File: src/rtl/div_unit.sv
// Multi-cycle restoring divider, one quotient bit per clock, signed or unsigned.
// Result is {remainder, quotient}; ready is held while start stays high.
module div_unit #(
    parameter int unsigned WIDTH = 32
) (
    input  logic                 clk,
    input  logic                 rst,
    input  logic                 start,
    input  logic                 annul,
    input  logic                 signed_div,
    input  logic [WIDTH-1:0]     dividend,
    input  logic [WIDTH-1:0]     divisor,
    output logic [2*WIDTH-1:0]   result,
    output logic                 ready
);

    localparam int unsigned CW = (WIDTH > 1) ? $clog2(WIDTH) : 1;
    localparam logic [CW-1:0] LAST = CW'(WIDTH - 1);

    typedef enum logic [1:0] {IDLE, BYZERO, ON, END} state_t;

    state_t               r_state, w_state;
    logic [CW-1:0]        r_cnt, w_cnt;
    logic [WIDTH-1:0]     r_quo, w_quo;
    logic [WIDTH-1:0]     r_rem, w_rem;
    logic [WIDTH-1:0]     r_dvs, w_dvs;
    logic                 r_neg_q, w_neg_q;
    logic                 r_neg_r, w_neg_r;
    logic [2*WIDTH-1:0]   r_result, w_result;
    logic                 r_ready, w_ready;

    // Operand magnitudes; the most negative value maps onto itself as unsigned 2^(WIDTH-1)
    logic                 w_a_neg, w_b_neg;
    logic [WIDTH-1:0]     w_a_mag, w_b_mag;

    assign w_a_neg = signed_div & dividend[WIDTH-1];
    assign w_b_neg = signed_div & divisor[WIDTH-1];
    assign w_a_mag = w_a_neg ? (~dividend + WIDTH'(1)) : dividend;
    assign w_b_mag = w_b_neg ? (~divisor + WIDTH'(1)) : divisor;

    // One restoring step: WIDTH+1-bit partial remainder against the divisor
    logic [WIDTH:0]       w_shift;
    logic [WIDTH-1:0]     w_diff;
    logic                 w_ge;
    logic [WIDTH-1:0]     w_q_fin, w_r_fin;
    logic [WIDTH-1:0]     w_q_fix, w_r_fix;

    assign w_shift = {r_rem, r_quo[WIDTH-1]};
    assign w_ge    = (w_shift >= {1'b0, r_dvs});
    assign w_diff  = WIDTH'(w_shift - {1'b0, r_dvs});
    assign w_q_fin = {r_quo[WIDTH-2:0], w_ge};
    assign w_r_fin = w_ge ? w_diff : w_shift[WIDTH-1:0];
    assign w_q_fix = r_neg_q ? (~w_q_fin + WIDTH'(1)) : w_q_fin;
    assign w_r_fix = r_neg_r ? (~w_r_fin + WIDTH'(1)) : w_r_fin;

    always_ff @(posedge clk or posedge rst) begin
        if (rst) begin
            r_state  <= IDLE;
            r_cnt    <= '0;
            r_quo    <= '0;
            r_rem    <= '0;
            r_dvs    <= '0;
            r_neg_q  <= 1'b0;
            r_neg_r  <= 1'b0;
            r_result <= '0;
            r_ready  <= 1'b0;
        end else begin
            r_state  <= w_state;
            r_cnt    <= w_cnt;
            r_quo    <= w_quo;
            r_rem    <= w_rem;
            r_dvs    <= w_dvs;
            r_neg_q  <= w_neg_q;
            r_neg_r  <= w_neg_r;
            r_result <= w_result;
            r_ready  <= w_ready;
        end
    end

    // Next-state and registered-output logic; annul overrides everything
    always_comb begin
        w_state  = r_state;
        w_cnt    = r_cnt;
        w_quo    = r_quo;
        w_rem    = r_rem;
        w_dvs    = r_dvs;
        w_neg_q  = r_neg_q;
        w_neg_r  = r_neg_r;
        w_result = r_result;
        w_ready  = r_ready;

        if (annul) begin
            w_state  = IDLE;
            w_cnt    = '0;
            w_quo    = '0;
            w_rem    = '0;
            w_dvs    = '0;
            w_neg_q  = 1'b0;
            w_neg_r  = 1'b0;
            w_result = '0;
            w_ready  = 1'b0;
        end else begin
            case (r_state)
                IDLE: begin
                    if (start) begin
                        w_quo   = w_a_mag;
                        w_dvs   = w_b_mag;
                        w_rem   = '0;
                        w_cnt   = '0;
                        w_neg_q = w_a_neg ^ w_b_neg;
                        w_neg_r = w_a_neg;
                        w_state = (divisor == '0) ? BYZERO : ON;
                    end
                end
                BYZERO: begin
                    w_state  = END;
                    w_result = '0;
                    w_ready  = 1'b1;
                end
                ON: begin
                    w_quo = w_q_fin;
                    w_rem = w_r_fin;
                    w_cnt = r_cnt + CW'(1);
                    if (r_cnt == LAST) begin
                        w_state  = END;
                        w_cnt    = '0;
                        w_result = {w_r_fix, w_q_fix};
                        w_ready  = 1'b1;
                    end
                end
                END: begin
                    if (!start) begin
                        w_state = IDLE;
                        w_ready = 1'b0;
                    end
                end
                default: begin
                    w_state = IDLE;
                    w_ready = 1'b0;
                end
            endcase
        end
    end

    assign result = r_result;
    assign ready  = r_ready;

endmodule

File: config.mk
export PLATFORM = sky130hd
export DESIGN_NAME = div_unit
export DESIGN_NICKNAME = d
export VERILOG_FILES = /design/src/rtl/div_unit.sv
export SDC_FILE = /design/constraint.sdc
export NUM_CORES = 1
export LEC_CHECK = 0
export CORE_ASPECT_RATIO = 1.2
export CORE_MARGIN = 2
export CORE_UTILIZATION = 60
export CTS_CLUSTER_DIAMETER = 50
export DETAILED_ROUTE_END_ITERATION = 7
export PLACE_DENSITY = 0.86
export SYNTH_ARGS = -nofsm -noshare
export SYNTH_HDL_FRONTEND = slang
export SYNTH_SLANG_ARGS = --single-unit
export TNS_END_PERCENT = 10
File: constraint.sdc
create_clock -name clk -period 14.47 [get_ports clk]
set_clock_uncertainty 0.2 [all_clocks]
set_input_delay 2.1705 -clock clk [delete_from_list [all_inputs] [get_ports clk]]
set_output_delay 2.1705 -clock clk [all_outputs]
set_load 0.02 [all_outputs]
==> run summary, run 1 <==
The flow ran to the end, and the final reports show no timing, DRC or antenna violations. The cell count of the worst hold path is 2, and the number of enable-type register cells in the synthesized netlist is 0. The logs give 134 for the top-level I/O count and 35900 um for the final wirelength. After clock tree synthesis, the setup repair step added 0 buffers.

The fraction of final layout cells sized beyond drive strength 1 came out at 0.0489. The total count of max-transition violations in the final report came out at 0. The worst reg-to-reg setup slack was 8.69 ns; the synthesis-stage register bit count was 170. TritonCTS built the clock tree. The tools report the headroom to the max-slew limit as 0.310. Port buffering added 133 buffers. Setup repair after global routing left no endpoint under its margin. The run gives 173 MHz as the achievable frequency. The worst register-to-register path begins at r_rem[5]. The commonest cells after synthesis are 237 x sky130_fd_sc_hd__nand2_1, 191 x sky130_fd_sc_hd__o21ai_0, 170 x sky130_fd_sc_hd__dfrtp_1. HPWL after detailed placement: 27000 um.

The number of antenna diodes in the final layout is 0. The post-detailed-route wirelength per cell was 19.6 um; the number of rows created at floorplan was 56. The tools report the total routing resource utilization after global routing as 0.336. The clock tree synthesis step divided the H-tree into 4 levels.

The category of the worst setup path capture point is a flip-flop. After detailed placement, the total cell area comes to 13400 um2. The tools report the initial core utilization as 0.613.

The number of nets in the synthesized netlist is 1592. Measured along the y axis, the die boundary spans 159 um. In the final layout, the multi-input gates occupy 7250 um2. The maximum root-to-sink buffer count was 2. The worst setup path is launched from a flip-flop. The final count of hold timing violations came out at 0.

For the worst-skew pair, the clock arrives at the later sink with an insertion delay of 0.44 ns. The count of nets left with antenna violations once routing finished came out at 0. The worst path required time was 14.56 ns; the wire length on met1 was 13600 um.

Entering global routing, the biggest net connects 101 pins. The number of antenna violations at the first check in global routing came out at 0. The tools report the net count of the finished layout as 1673. The clock slew seen by the registers of the worst setup and hold paths was 0.08 ns; the die area was 21200 um2. The finished cells cover 14100 um2. The post-cts resize count was 0; the total area of sequential cells was 4250 um2. In this run the most critical hold path is launched from result[41]. The tools report the max-cap violation count as 0. The transition at the pin with the smallest max-transition slack works out to 1.03 ns. The via count of the first global-routing pass is 11100, and the number of hold buffers added after cts is 0. In the routed design, unresolved DRC markers number 0. Summed over all instances, the cell type with the most area after synthesis is sky130_fd_sc_hd__dfrtp_1. Prior to clock tree synthesis, the placed netlist has a worst setup slack of 8.86 ns.

The tools report the wire length of the first global-routing pass as 57000 um. Path class of the lowest-slack min-delay path: reg2reg. The layout has 1599 filler cells. The placer's final routability congestion estimate is 0.996, and the final worst slack is 8.69 ns. Across all layers, the routed design uses 11500 vias. The worst flop-to-flop path endpoint was result[62]. The number of vias per cell after detailed routing was 6.27; the total negative slack for setup checks was 0 ns. The final period demand of the worst path is 5.78 ns, and the count of cell types in the netlist is 83. The tools report the capture endpoint of the worst hold path as result[41]. Highest routed metal layer: met4. The worst setup path is of the reg2reg kind. The maximum fanout count along the critical path was 9. By instance count, the leading cell after synthesis is sky130_fd_sc_hd__nand2_1.

The tools report the arrival time at the worst endpoint as 5.88 ns. The async set-reset flop share out of synthesis is 1.00, and the total clock buffers created by CTS is 17. Setup violation total in the final timing report: 0. Dividing the synthesized area by the synthesized cell count gives 8.12 um2.

The share of the cycle needed by the critical path after routing is 0.400, and the number of sinks driven by the clock tree is 170. For this run the aggregate overflow at the end of global routing stands at 0. The first routing iteration left 835 violations.

The cell area after synthesis is 12000 um2, and the routed length on met2 is 18600 um. The total area inside the core boundary comes to 19600 um2. Worst reg2reg path depth: 15. The cell count after synthesis came out at 1480.

Yosys attributes the largest share of cell area to sky130_fd_sc_hd__dfrtp_1 35%, sky130_fd_sc_hd__o21ai_0 8.0%, sky130_fd_sc_hd__nand2_1 7.4%, sky130_fd_sc_hd__xor2_1 5.5%, sky130_fd_sc_hd__xnor2_1 4.6%. The area growth from synthesis to layout is 16.9%. Before antenna repair, the detailed router went through 6 iterations. The most used flip-flop cell after synthesis is sky130_fd_sc_hd__dfrtp_1.

The share of the synthesized area in the top cell type works out to 0.354. Clock root buffer: sky130_fd_sc_hd__clkbuf_16. The width of the chip came out at 133 um. Register area share after synthesis: 0.354. The amount of wire on met3 after detailed routing is 1920 um.

The tools report the count of yosys warnings during synthesis as 0.
==> per-layer routing <==
metal,track usage,up-vias
li1,-,5440
met5,0,-
met2,0.600,460
met4,0.178,0
met3,0.0487,94
met1,0.390,5508
==> registers in the layout, summed over array words and instances, names as in the netlist <==
signal   flops
r_neg_r      1
r_rem       32
r_quo       32
result      64
r_state      2
r_neg_q      1
r_dvs       32
r_cnt        5
ready        1
==> logic make-up (layout without fill, tap and decap cells) <==
| kind of cell | count (synthesis) | count (layout) | synth area share |
|---|---|---|---|
| simple gates | 513 | 513 | 0.200 |
| compound gates | 457 | 457 | 0.235 |
| flops | 170 | 170 | 0.354 |
| xor+xnor | 139 | 139 | 0.101 |
| buf+inv | 134 | 228 | 0.0449 |
| fa+ha+maj | 43 | 43 | 0.0454 |
| mux | 24 | 24 | 0.0202 |
==> how the worst max path moves through the flow <==
stage,to,slack (ns),from
finish,result[62],8.69,r_rem[5]
global placement,result[62],8.86,r_rem[5]
floorplan,r_cnt[0],7.50,rst
detailed placement,result[62],8.86,r_rem[5]
global route,result[62],8.42,r_rem[5]
CTS,result[62],8.78,r_rem[5]
==> metrics by stage <==
step | hold WS [ns] | cells | utilization
2_1_floorplan | 0.245 | 1480 | -
3_3_place_gp | 0.259 | 1803 | 0.685
3_5_place_dp | 0.268 | 1803 | 0.685
4_1_cts | 0.284 | 1835 | 0.717
5_1_grt | 0.305 | 1835 | 0.717
6_report | 0.278 | 1835 | 0.717
==> area by class of cell <==
| cell class | count | area share |
|---|---|---|
| inverters | 54 | 0.0148 |
| clock inverters | 15 | 0.0136 |
| multi-input cells | 1176 | 0.516 |
| well taps | 261 | 0.0232 |
| repair buffers | 142 | 0.0995 |
| clock buffers | 17 | 0.0303 |
| flip-flops and latches | 170 | 0.303 |
==> placed cells by master (no fill, tap or decap), types with 6 or more instances in the layout <==
cell / n
sky130_fd_sc_hd__nand2_1: 237
sky130_fd_sc_hd__o21ai_0: 191
sky130_fd_sc_hd__dfrtp_1: 170
sky130_fd_sc_hd__clkdlybuf4s50_1: 133
sky130_fd_sc_hd__a21oi_1: 102
sky130_fd_sc_hd__nor2_1: 91
sky130_fd_sc_hd__xor2_1: 76
sky130_fd_sc_hd__xnor2_1: 63
sky130_fd_sc_hd__inv_1: 52
sky130_fd_sc_hd__ha_1: 41
sky130_fd_sc_hd__o31ai_1: 40
sky130_fd_sc_hd__or3_1: 27
sky130_fd_sc_hd__nand3_1: 27
sky130_fd_sc_hd__nor3_1: 26
sky130_fd_sc_hd__mux2i_1: 22
sky130_fd_sc_hd__nor4_1: 18
sky130_fd_sc_hd__clkbuf_16: 17
sky130_fd_sc_hd__nand4_1: 15
sky130_fd_sc_hd__o41ai_1: 15
sky130_fd_sc_hd__a21o_1: 13
sky130_fd_sc_hd__a22o_1: 11
sky130_fd_sc_hd__o21ai_1: 10
sky130_fd_sc_hd__and3_1: 9
sky130_fd_sc_hd__buf_4: 9
sky130_fd_sc_hd__or4_1: 8
sky130_fd_sc_hd__nand2b_1: 8
sky130_fd_sc_hd__o211ai_1: 8
sky130_fd_sc_hd__nor2b_1: 7
sky130_fd_sc_hd__a31oi_1: 7
sky130_fd_sc_hd__nand3b_1: 6
==> worst max-delay path: stages (launching register included) <==
cell	delay (ns)
sky130_fd_sc_hd__dfrtp_1	0.46
sky130_fd_sc_hd__ha_1	0.50
sky130_fd_sc_hd__a21oi_2	0.37
sky130_fd_sc_hd__o21ai_1	0.21
sky130_fd_sc_hd__o2bb2ai_1	0.30
sky130_fd_sc_hd__o21ai_2	0.50
sky130_fd_sc_hd__nand2_2	0.15
sky130_fd_sc_hd__o21ai_0	0.39
sky130_fd_sc_hd__ha_1	0.31
sky130_fd_sc_hd__o2111ai_1	0.20
sky130_fd_sc_hd__or3b_1	0.45
sky130_fd_sc_hd__o41a_1	0.37
sky130_fd_sc_hd__a2111o_1	0.48
sky130_fd_sc_hd__o41ai_1	0.47
sky130_fd_sc_hd__xor2_1	0.18
sky130_fd_sc_hd__o21ai_1	0.09
Power of run 1 is not shown: default switching activity piles up to over one toggle a cycle in this logic, so the estimate is an artifact.
==> run 2: changes to the inputs <==
CORE_UTILIZATION = 52   (was 60)
PLACE_DENSITY = 0.8   (was 0.86)
clock period = 4.75 ns   (was 14.47 ns; I/O delays follow)
==> run 2 against run 1 <==
First-iteration DRC count is 18% higher. Hold slack better by 0.0012 ns. Critical path depth is 1 higher. Via count increased by 2.2%. Register-to-register slack worse by 8.6 ns. Flip-flop and latch count stayed put. Die area rose by 15%. Non-clock buffer count rose by 77.
==> run summary, run 2 (same netlist as run 1, synthesis figures left out) <==
The run gives 60 as the number of rows created at floorplan. Global-route track usage on met1: 0.365. The total clock buffers created by CTS is 17, and the number of hold buffers added after cts is 0. The count of buffering cells on the critical path with inverters included came out at 4.

Data arrives at the worst endpoint at 4.77 ns. The logs give 6 for the number of iterations in the first detailed-routing pass and 27900 um for the HPWL after detailed placement. The first global-routing pass estimated 59000 um of wire. The logs give 1750 for the net count of the finished layout and 14100 um2 for the instance area at placement. For the number of antenna violations at the first check in global routing, the log shows 0. The clock reaches the later pin of the worst-skew pair after 0.45 ns. The die covers 24400 um2. Setup repair after global routing could not meet its margin everywhere. Summing over every cut layer, the via total after detailed routing is 11800. The detail route stage leaves a number of antenna-violating nets equal to 0. The run gives 0 as the antenna cell count. In the layout the commonest cells are 237 x sky130_fd_sc_hd__nand2_1, 189 x sky130_fd_sc_hd__o21ai_0, 170 x sky130_fd_sc_hd__dfrtp_1. Max-cap violations in this run came to 0. For this block, the routed nets add up to 37100 um of wire.

The width of the chip was 143 um. For the worst path required time, the log shows 4.86 ns. The initial core utilization was 0.532. The path class of the lowest-slack min-delay path is reg2reg. The region available for standard cell placement spans 22600 um2.

The headroom to the max-slew limit is 0.212, and the delay of the slowest cell on the worst path is 0.52 ns. The flip-flop count of the largest register after layout works out to 64. At the pin with the least slew margin, the transition time is 1.18 ns. Dividing the detail-routed wire length by the instance count gives 18.9 um. Leaving out fill and tap cells, the most frequent cell in the layout is sky130_fd_sc_hd__nand2_1. The type of element launching the critical path was a flip-flop.

Family with the most delay on the worst path: compound AO/OA/AOI/OAI gates. The fraction of final layout cells sized beyond drive strength 1 was 0.111. Cell with the largest stage delay on the worst path: sky130_fd_sc_hd__a2111o_1.

Via count of the first global-routing pass: 11500. Walking the worst path, the cells encountered are inv_1, ha_1, inv_1, fa_1, a21oi_1, o211ai_1, buf_4, a31oi_2, and2_1, xnor2_1, o41a_1, a2111o_1, buf_4, o21ai_1, xnor2_1, o21ai_0. Based on the critical path, the design can be clocked at up to 215 MHz.

The worst setup path is captured at a flip-flop. The met2 layer usage reported by global route is 0.540. The tools report the remaining routing DRC violations as 0. The tools report the final count of hold timing violations as 0. The relative area change from synthesis to final layout came out at 23.7%. The run finished with clean final reports. The share of the cycle needed by the critical path after routing was 0.981; the number of vias per cell after detailed routing was 6.00.

Along the worst path, the maximum fanout reaches 5. Pin count of the biggest net entering global routing: 171. Buffers placed on the I/O ports in this run total 133. The layer carrying the most global-route usage was met2. For the finished layout cell area, the log shows 14900 um2. The congestion estimate from routability-driven global placement came to 0.981. The clock net in this run drives a total of 170 sinks. The logs give 0 for the total count of max-transition violations in the final report and 0.0501 for the global routing usage on met3. The H-tree generated during clock tree synthesis spans 4 levels. The maximum root-to-sink buffer count is 2. For this block, the initial DRC count from the detailed router was 988. The residual overflow from global routing is 0.

The die is 171 um tall. TritonCTS built the clock tree. In this run the count of I/O pins placed on the die edge is 134.

Final period demand of the worst path: 4.66 ns. Setup slack on the worst reg-to-reg path comes out at 0.09 ns. The tools report the total routing resource utilization after global routing as 0.309.

The root buffer cell chosen for the clock tree is sky130_fd_sc_hd__clkbuf_16. The setup violation total in the final timing report is 0, and the clock slew seen by the registers of the worst setup and hold paths is 0.08 ns. Category of the most critical setup path: reg2reg.
-- run 2: final timing paths --
kind | from | cells after the start | to
hold reg to reg | result[47] | 2 | result[47]
hold / removal | result[47] | 2 | result[47]
setup / recovery | r_quo[31] | 16 | result[52]
setup reg to reg | r_quo[31] | 16 | result[52]
min in group asynchronous | rst | 3 | result[45]
max in group asynchronous | rst | 3 | result[5]
-- run 2: cell type report --
type / count / area, um2
tap: 310 / 388
timing repair buffer: 219 / 2000
sequential: 170 / 4250
multi-input combinational: 1176 / 7400
inverter: 54 / 206
clock buffer: 17 / 425
fill: 1957 / 7730
clock inverter: 15 / 190
-- run 2: tightest hold or removal path: stages (launching register included) --
cell and delay [ns]:
sky130_fd_sc_hd__dfrtp_1 0.34, sky130_fd_sc_hd__nand2_1 0.04, sky130_fd_sc_hd__o21ai_0 0.06
-- run 2: layer usage --
metal | wire [um] | share of wire
met4 | 1910 | 0.051
met3 | 1830 | 0.049
met1 | 14500 | 0.39
met5 | 0 | 0
met2 | 18800 | 0.51
-- run 2: through the flow --
| stage | util | std cells | hold WS [ns] | worst slack [ns] | TNS [ns] |
|---|---|---|---|---|---|
| after detailed placement | 0.624 | 1927 | 0.267 | -0.00992 | -0.00992 |
| final | 0.658 | 1961 | 0.279 | 0.0890 | 0 |
| after CTS | 0.651 | 1959 | 0.284 | 0.00640 | 0 |
| after floorplan | - | 1480 | 0.245 | -0.585 | -3.22 |
| after global placement | 0.624 | 1927 | 0.258 | 0.118 | 0 |
| after global routing | 0.658 | 1961 | 0.313 | -0.0640 | -0.244 |
-- run 2: timing repair --
| action | 4_1_cts | 5_1_grt |
|---|---|---|
| setup endpoints to repair | 1 | 12 |
| resized for setup | 2 | 31 |
| pin swaps | 0 | 7 |
| buffers inserted | 0 | 2 |
Power of run 2 is left out for the same reason.
